$ cat src/rtl/bcd_seq_pkg.sv
// Shared types and digit helpers for the digit-serial BCD add/sub sequencer.
package bcd_seq_pkg;
  typedef enum logic [1:0] {IDLE, RUN, FIX, DONE} seq_state_e;

  localparam int DIGIT_W = 4;
  localparam logic [DIGIT_W-1:0] BCD_NINE = 4'd9;

  function automatic logic [DIGIT_W-1:0] nines_comp(input logic [DIGIT_W-1:0] d);
    return BCD_NINE - d;
  endfunction
endpackage

$ cat src/rtl/bcd_digit_add.sv
// Combinational one-digit BCD adder: digit = (x+y+cin) mod 10, cout on decimal overflow.
module bcd_digit_add
  import bcd_seq_pkg::*;
(
  input  logic [DIGIT_W-1:0] x,
  input  logic [DIGIT_W-1:0] y,
  input  logic               cin,
  output logic [DIGIT_W-1:0] digit,
  output logic               cout
);
  logic [DIGIT_W:0] s, s_adj;

  always_comb begin
    s     = {1'b0, x} + {1'b0, y} + {{DIGIT_W{1'b0}}, cin};
    s_adj = s - (DIGIT_W+1)'(10);
    cout  = (s > (DIGIT_W+1)'(9));
    digit = cout ? s_adj[DIGIT_W-1:0] : s[DIGIT_W-1:0];
  end
endmodule

$ cat src/rtl/bcd_digit_sequencer.sv
// N-digit BCD add/subtract engine, one digit per cycle LSD first through a shared adder.
// Define BCD_SEQ_CHECK_EN to flag operand digits above nine on bcd_err.
module bcd_digit_sequencer
  import bcd_seq_pkg::*;
#(
  parameter int DIGITS = 4
) (
  input  logic                      clk,
  input  logic                      rst_n,
  input  logic                      start,
  input  logic                      op_sub,
  input  logic [DIGIT_W*DIGITS-1:0] a,
  input  logic [DIGIT_W*DIGITS-1:0] b,
  output logic                      busy,
  output logic                      done,
  output logic [DIGIT_W*DIGITS-1:0] result,
  output logic                      carry_out,
  output logic                      negative,
  output logic                      bcd_err
);
  localparam int IDX_W = (DIGITS > 1) ? $clog2(DIGITS) : 1;
  localparam logic [IDX_W-1:0] LAST = IDX_W'(DIGITS - 1);

  seq_state_e state_q, state_d;
  logic [IDX_W-1:0] idx_q, idx_d;
  logic [DIGITS-1:0][DIGIT_W-1:0] a_q, a_d, b_q, b_d, res_q, res_d;
  logic sub_q, sub_d, carry_q, carry_d, busy_q, busy_d, done_q, done_d;
  logic cout_q, cout_d, neg_q, neg_d;
  logic [DIGIT_W-1:0] a_dig, b_dig, add_x, add_y, add_sum;
  logic add_cout;

  assign a_dig = a_q[idx_q];
  assign b_dig = b_q[idx_q];

  // FIX reuses the adder to turn the stored nines-complement into a magnitude.
  always_comb begin
    add_x = a_dig;
    add_y = sub_q ? nines_comp(b_dig) : b_dig;
    if (state_q == FIX) begin
      add_x = nines_comp(res_q[idx_q]);
      add_y = '0;
    end
  end

  bcd_digit_add u_add (
    .x    (add_x),
    .y    (add_y),
    .cin  (carry_q),
    .digit(add_sum),
    .cout (add_cout)
  );

  always_comb begin
    state_d = state_q;
    idx_d   = idx_q;
    a_d     = a_q;
    b_d     = b_q;
    res_d   = res_q;
    sub_d   = sub_q;
    carry_d = carry_q;
    busy_d  = busy_q;
    done_d  = 1'b0;
    cout_d  = cout_q;
    neg_d   = neg_q;
    case (state_q)
      IDLE: if (start) begin
        a_d     = a;
        b_d     = b;
        sub_d   = op_sub;
        res_d   = '0;
        cout_d  = 1'b0;
        neg_d   = 1'b0;
        idx_d   = '0;
        carry_d = op_sub;
        busy_d  = 1'b1;
        state_d = RUN;
      end
      RUN: begin
        res_d[idx_q] = add_sum;
        carry_d      = add_cout;
        idx_d        = idx_q + IDX_W'(1);
        if (idx_q == LAST) begin
          if (sub_q && !add_cout) begin
            neg_d   = 1'b1;
            idx_d   = '0;
            carry_d = 1'b1;
            state_d = FIX;
          end else begin
            cout_d  = sub_q ? 1'b0 : add_cout;
            done_d  = 1'b1;
            state_d = DONE;
          end
        end
      end
      FIX: begin
        res_d[idx_q] = add_sum;
        carry_d      = add_cout;
        idx_d        = idx_q + IDX_W'(1);
        if (idx_q == LAST) begin
          done_d  = 1'b1;
          state_d = DONE;
        end
      end
      DONE: begin
        busy_d  = 1'b0;
        state_d = IDLE;
      end
      default: state_d = IDLE;
    endcase
  end

  always_ff @(posedge clk or negedge rst_n) begin
    if (!rst_n) begin
      state_q <= IDLE;
      idx_q   <= '0;
      a_q     <= '0;
      b_q     <= '0;
      res_q   <= '0;
      sub_q   <= 1'b0;
      carry_q <= 1'b0;
      busy_q  <= 1'b0;
      done_q  <= 1'b0;
      cout_q  <= 1'b0;
      neg_q   <= 1'b0;
    end else begin
      state_q <= state_d;
      idx_q   <= idx_d;
      a_q     <= a_d;
      b_q     <= b_d;
      res_q   <= res_d;
      sub_q   <= sub_d;
      carry_q <= carry_d;
      busy_q  <= busy_d;
      done_q  <= done_d;
      cout_q  <= cout_d;
      neg_q   <= neg_d;
    end
  end

`ifdef BCD_SEQ_CHECK_EN
  logic err_q, err_d;

  always_comb begin
    err_d = err_q;
    if (state_q == IDLE && start)
      err_d = 1'b0;
    else if (state_q == RUN && (a_dig > BCD_NINE || b_dig > BCD_NINE))
      err_d = 1'b1;
  end

  always_ff @(posedge clk or negedge rst_n) begin
    if (!rst_n) err_q <= 1'b0;
    else        err_q <= err_d;
  end

  assign bcd_err = err_q;
`else
  assign bcd_err = 1'b0;
`endif

  assign busy      = busy_q;
  assign done      = done_q;
  assign result    = res_q;
  assign carry_out = cout_q;
  assign negative  = neg_q;
endmodule

$ cat config.mk
export PLATFORM = sky130hd
export DESIGN_NAME = bcd_digit_sequencer
export DESIGN_NICKNAME = d
export VERILOG_FILES = /design/src/rtl/bcd_seq_pkg.sv /design/src/rtl/bcd_digit_add.sv /design/src/rtl/bcd_digit_sequencer.sv
export SDC_FILE = /design/constraint.sdc
export NUM_CORES = 1
export LEC_CHECK = 0
export CAP_MARGIN = 20
export CORE_MARGIN = 8
export CORE_UTILIZATION = 47
export DETAILED_ROUTE_END_ITERATION = 7
export GPL_TIMING_DRIVEN = 0
export PLACE_DENSITY = 0.85
export REMOVE_ABC_BUFFERS = 1
export SYNTH_ARGS = -nofsm -noshare
export SYNTH_HDL_FRONTEND = slang
export SYNTH_SLANG_ARGS = --single-unit
export TNS_END_PERCENT = 5
$ cat constraint.sdc
create_clock -name clk -period 5.3 [get_ports clk]
set_clock_uncertainty 0.1 [all_clocks]
set_input_delay 0.53 -clock clk [delete_from_list [all_inputs] [get_ports clk]]
set_output_delay 0.53 -clock clk [all_outputs]
set_load 0.02 [all_outputs]
; ---- Word-level counts from Yosys, hierarchy flattened
; Cells that the tools add are included.
; W data, S select, Z words.
[totals]
register_bits = 58
inputBits = 36
out_inout_bits = 21
[classes]
order_cmp = 3
add_sub_neg = 6
reduce_logical = 16
muxes = 42
n_eq_ne = 9
[ops]
columns = op, count
row1 = $mux W4, 8
row2 = $pmux W16 S2, 1
row3 = $bmux W4 S2, 3
row4 = $bwmux W16, 1
row5 = $mux W16, 1
row6 = $mux W1, 14
row7 = $mux W2, 6
row8 = $demux W4 S2, 1
row9 = $ne A2 B2 Y1 const B, 4
row10 = $pmux W1 S2, 4
row11 = $pmux W2 S4, 1
row12 = $reduce_and A2 Y1, 4
row13 = $reduce_and A4 Y1, 2
row14 = $sub A4 B4 Y4 const A, 2
row15 = $eq A2 B2 Y1 const B, 3
row16 = $pmux W2 S3, 1
row17 = $reduce_bool A2 Y1, 3
row18 = $add A4 B4 Y5, 1
row19 = $add A5 B1 Y5, 1
row20 = $gt A5 B4 Y1 const B, 1
row21 = $sub A4 B4 Y4 const B, 1
row22 = $lt A2 B3 Y1 const B, 1
row23 = $pmux W1 S3, 1
row24 = $reduce_and A3 Y1, 1
row25 = 9 further kinds, 10

; ---- Logic depth before layout (Yosys ltp)
[logic_depth]
word_depth = 13
ltp_mapped = 16
ltp_nobuf = 16

; ---- Cells and area by module
; Synthesis repeated with hierarchy kept, for this count alone.
[hier_totals]
hier_cells = 299
hier_area_um2 = 3355.7
[by_module_without_submodules]
columns = module, cells_each, instances, area_per_inst_um2
row1 = bcd_digit_sequencer, 277, 1, 3144.3
row2 = bcd_digit_add, 22, 1, 211.5

; ---- Worst setup path after synthesis
; No wires, ideal clock.
[synth_timing]
path_kind = register -> register
from = register idx_q[0]
to = register res_q (netlist bit result[9])
setup_slack_ps = 1256
stages_incl_launch_ff = 16
synth_period_minus_slack_ps = 4044
path_buffers = 2
setup_ps = 87
t_arrival_ps = 3857
cell_sequence = dfrtp_1 > clkbuf_1 > buf_2 > mux4_2 > a21oi_1 > fa_1 > inv_1 > fa_1 > xnor2_1 > ha_1 > nand2_1 > and4_1 > nor3_1 > o22ai_1 > or3_1 > o211ai_1
[synth_between]
elab_chain_cells = 11
[synth_lines]
columns = item, line
row1 = "start, declared", bcd_digit_sequencer.sv:25  ; logic [IDX_W-1:0] idx_q, idx_d;
row2 = "start signal, assigned", bcd_digit_sequencer.sv:127  ; idx_q <= idx_d;
row3 = $bmux W4 S2, bcd_digit_sequencer.sv:33  ; assign b_dig = b_q[idx_q];
row4 = $mux W4 (not written as such), bcd_digit_sequencer.sv:33
row5 = $sub A4 B4 Y4, bcd_seq_pkg.sv:9  ; return BCD_NINE - d;
row6 = $mux W4, bcd_digit_sequencer.sv:38  ; add_y = sub_q ? nines_comp(b_dig) : b_dig;
row7 = $mux W4, bcd_digit_sequencer.sv:39  ; if (state_q == FIX) begin
row8 = $add A4 B4 Y5, bcd_digit_add.sv:14  ; s = {1'b0, x} + {1'b0, y} + {{DIGIT_W{1'b0}}, cin};
row9 = $add A5 B1 Y5, bcd_digit_add.sv:14
row10 = $sub A4 B4 Y4 / $gt A5 B4 Y1 (equally long branches), "bcd_digit_add.sv:15, bcd_digit_add.sv:16"
row11 = $mux W4, bcd_digit_add.sv:17  ; digit = cout ? s_adj[DIGIT_W-1:0] : s[DIGIT_W-1:0];
row12 = $bwmux W16 (*), "bcd_digit_sequencer.sv:79, bcd_digit_sequencer.sv:96"
row13 = $pmux W16 S2 (*), bcd_digit_sequencer.sv:65  ; case (state_q)
row14 = "end signal, assigned", bcd_digit_sequencer.sv:130  ; res_q <= res_d;
row15 = "end, declared", bcd_digit_sequencer.sv:26  ; logic [DIGITS-1:0][DIGIT_W-1:0] a_q, a_d, b_q, b_d, res_q, res_d;
; Mark *: on every way between the ends. The rest lies on a longest branch, timed or not. The select of a mux whose other input is x is not followed.
; A chain may end at the register's enable or synchronous reset.

; ---- Worst setup path after layout
; Ends and elaborated chain as after synthesis.

==> impl_metrics.csv <==
group,metric,value,unit
run_status,status,"completed",
die,die_area,9700,um^2
timing,setup_violations,0,
die,fp.coreArea,6680,um^2
placement,hpwl,5.51,mm
detailed_routing,drtAntennaViolNets,0,
cts,cts_tree,"yes",
layout,area.growth.synth_to_final,24.9,%
synth,synth.cells.most_frequent,"58 x dfrtp_1, 34 x mux2_2, 29 x nand2_1, 27 x o21ai_0, 18 x nor2_1",
cts,post-cts-setup-buffer-count,0,
timing,layout_min_cycle_time,4620,ps
synth,syn_avg_cell_area,11.3,um^2
grt,grt_pass1_wl,12.6,mm
setup_path,endpoint_kind,"flop",
detailed_routing,drt-initial-drc-count,149,
synth,synth_ff_type,"dfrtp_1",
timing,drv_slew,0,
synth,synthTopCellsByArea,"dfrtp_1 45%, mux2_2 12%, mux4_2 8.5%",
synth,yosys.area.top_type,"dfrtp_1",
cts,path_clk_slew,70,ps
setup_path,crit_type,"reg2reg",
layout,finalNetCount,391,
die,die_w,98.5,um
die,io_pins,57,
grt,grt-ovfl-total,0,
cts,clockBufferDepth,2,
synth,netlist_area,3200,um^2
setup_path,arrival,4780,ps
detailed_routing,drcViolationCount,0,
timing,finalHoldViolations,0,
synth,synth_warnings,0,
timing,fmax,216,MHz
layout,fillerInstances,521,
cts,htree_levels,3,
setup_path,worst_setup_path_start_kind,"flop",
synth,synth_most_common_cell,"dfrtp_1",
die,die_h,98.5,um
synth,syn_inst,283,
die,num_rows,30,
detailed_routing,totalWireLength,7.37,mm
synth,synth_edf_count,0,
setup_path,rr_endpoint,"result[9]",
layout,diodes,0,
synth,ys_ff_latch,58,
cts,cts_buffers,9,
placement,numPortBuffers,55,
detailed_routing,drt_pass1_iterations,7,
worst_hold_path,min-delay-path-class,"in2async",
detailed_routing,avgViaCountPerCell,5.87,
setup_path,r2r-start,"idx_q[0]",
flow_run,maxCapViolCount,0,
synth,synth_seq_area_share,45.4,%
grt,grt_pass1_vias,2689,
synth,ys_types,46,
timing,relSlewSlack,37.6,%
layout,multi_input_area,1630,um^2
layout,layout-drive-gt1-share,19.2,%
cts,postCtsHoldBufs,0,
layout,ff_latch_area,1450,um^2
grt,track_usage,16.1,%
setup_path,cp.required,5450,ps
grt,antenna_found_initial,0,
placement,gpl.final_weighted_congestion,0.845,
timing,fin_crit_sh,87.2,%
timing,worstMarginPinSlew,934,ps
timing,rsz0062_at_grt,"false",
cts,cts_root_buf,"clkbuf_8",
setup_path,critical_path.max_fanout,17,
cts,cts_sinks,58,
cts,cts_resized,0,
timing,setup_tns,0,ps
grt,grt_max_degree,38,
setup_path,reg2reg_slack,680,ps
setup_path,ff2ff_path_depth,14,
cts,clock_latency,340,ps
synth,synth-async-reset-ratio,100,%
detailed_routing,wl_per_cell,17.4,um
die,start_util,47.8,%
detailed_routing,dr_total_vias,2487,
synth,synth.top_cell.area_share,45.4,%
-- worst max-delay path by stage --
| stage | startpoint | endpoint | slack, ps | cells after the start |
|---|---|---|---|---|
| final | idx_q[0] | result[9] | 680 | 14 |
| after global routing | idx_q[0] | result[9] | 390 | 14 |
| after CTS | idx_q[0] | result[9] | 670 | 14 |
| after detailed placement | idx_q[0] | result[9] | 700 | 14 |
| after global placement | idx_q[0] | result[9] | 820 | 14 |
| after floorplan | idx_q[0] | result[9] | 1300 | 14 |
-- per-layer routing --
layer | GRT usage (%) | part of all wire, % | vias to the layer above
met4 | 11.0 | 3.5 | 0
met1 | 18.1 | 41 | 1216
met2 | 26.2 | 49 | 117
met5 | 0 | 0 | -
met3 | 4.23 | 6.4 | 26
li1 | - | - | 1128
-- cell usage in the layout, fill, tap and decap left out, types with 3 or more instances in the layout --
cell type         n
dfrtp_1          58
clkdlybuf4s50_1  54
mux2_2           34
nand2_1          29
o21ai_0          27
nor2_1           18
inv_1            15
ha_1             14
mux4_2           12
clkbuf_8         10
a21oi_1           8
mux2i_1           7
nand3_1           6
o21ai_1           4
xor2_1            3
a31oi_1           3
clkbuf_1          3
clkinv_2          3
-- worst max-delay path: stages (launching register included) --
cell	delay (ps)
dfrtp_1	950
mux4_2	610
xor2_1	150
nand2_1	110
fa_1	220
inv_1	70
fa_1	450
xnor2_1	350
ha_1	300
nand2_1	140
and4_1	210
nor3_1	170
o22ai_1	200
or3_1	390
o211ai_1	90
-- metrics by stage --
stage / area (um^2) / utilization [%] / hold slack [ps] / std cells / setup WS (ps)
6_report: 3990 / 59.8 / 69.5 / 424 / 678
3_3_place_gp: 3790 / 56.8 / 383 / 405 / 817
5_1_grt: 3990 / 59.8 / 97.4 / 424 / 393
2_1_floorplan: 3140 / - / 134 / 270 / 1300
3_5_place_dp: 3830 / 57.3 / 391 / 408 / 705
4_1_cts: 3990 / 59.8 / 77.9 / 424 / 670
-- area by class of cell --
class,count,share of cell area [%]
Clock inverter,3,0.376
Inverter,16,1.50
Tap cell,80,2.51
Timing Repair Buffer,58,14.7
Clock buffer,13,3.73
Sequential cell,58,36.4
Multi-Input combinational cell,196,40.9
-- sequential cells by signal (all words and copies together), names as in the netlist, 2 cells and up --
name,count
a_q,16
b_q,16
idx_q,2
result,16
state_q,2
-- cell families (layout without fill, tap and decap cells) --
group / after synthesis / count (layout) / synth area share [%]
AO/OA/AOI/OAI: 61 / 61 / 12.3
AND/OR/NAND/NOR: 60 / 60 / 7.95
flip-flops: 58 / 58 / 45.4
multiplexers: 53 / 53 / 22.6
buffers and inverters: 29 / 90 / 3.56
adder cells (fa/ha/maj): 16 / 16 / 6.73
XOR/XNOR: 5 / 5 / 1.37
other: 1 / 1 / 0.117
Power is not shown: default switching activity piles up to over one toggle a cycle in this logic, so the estimate is an artifact.
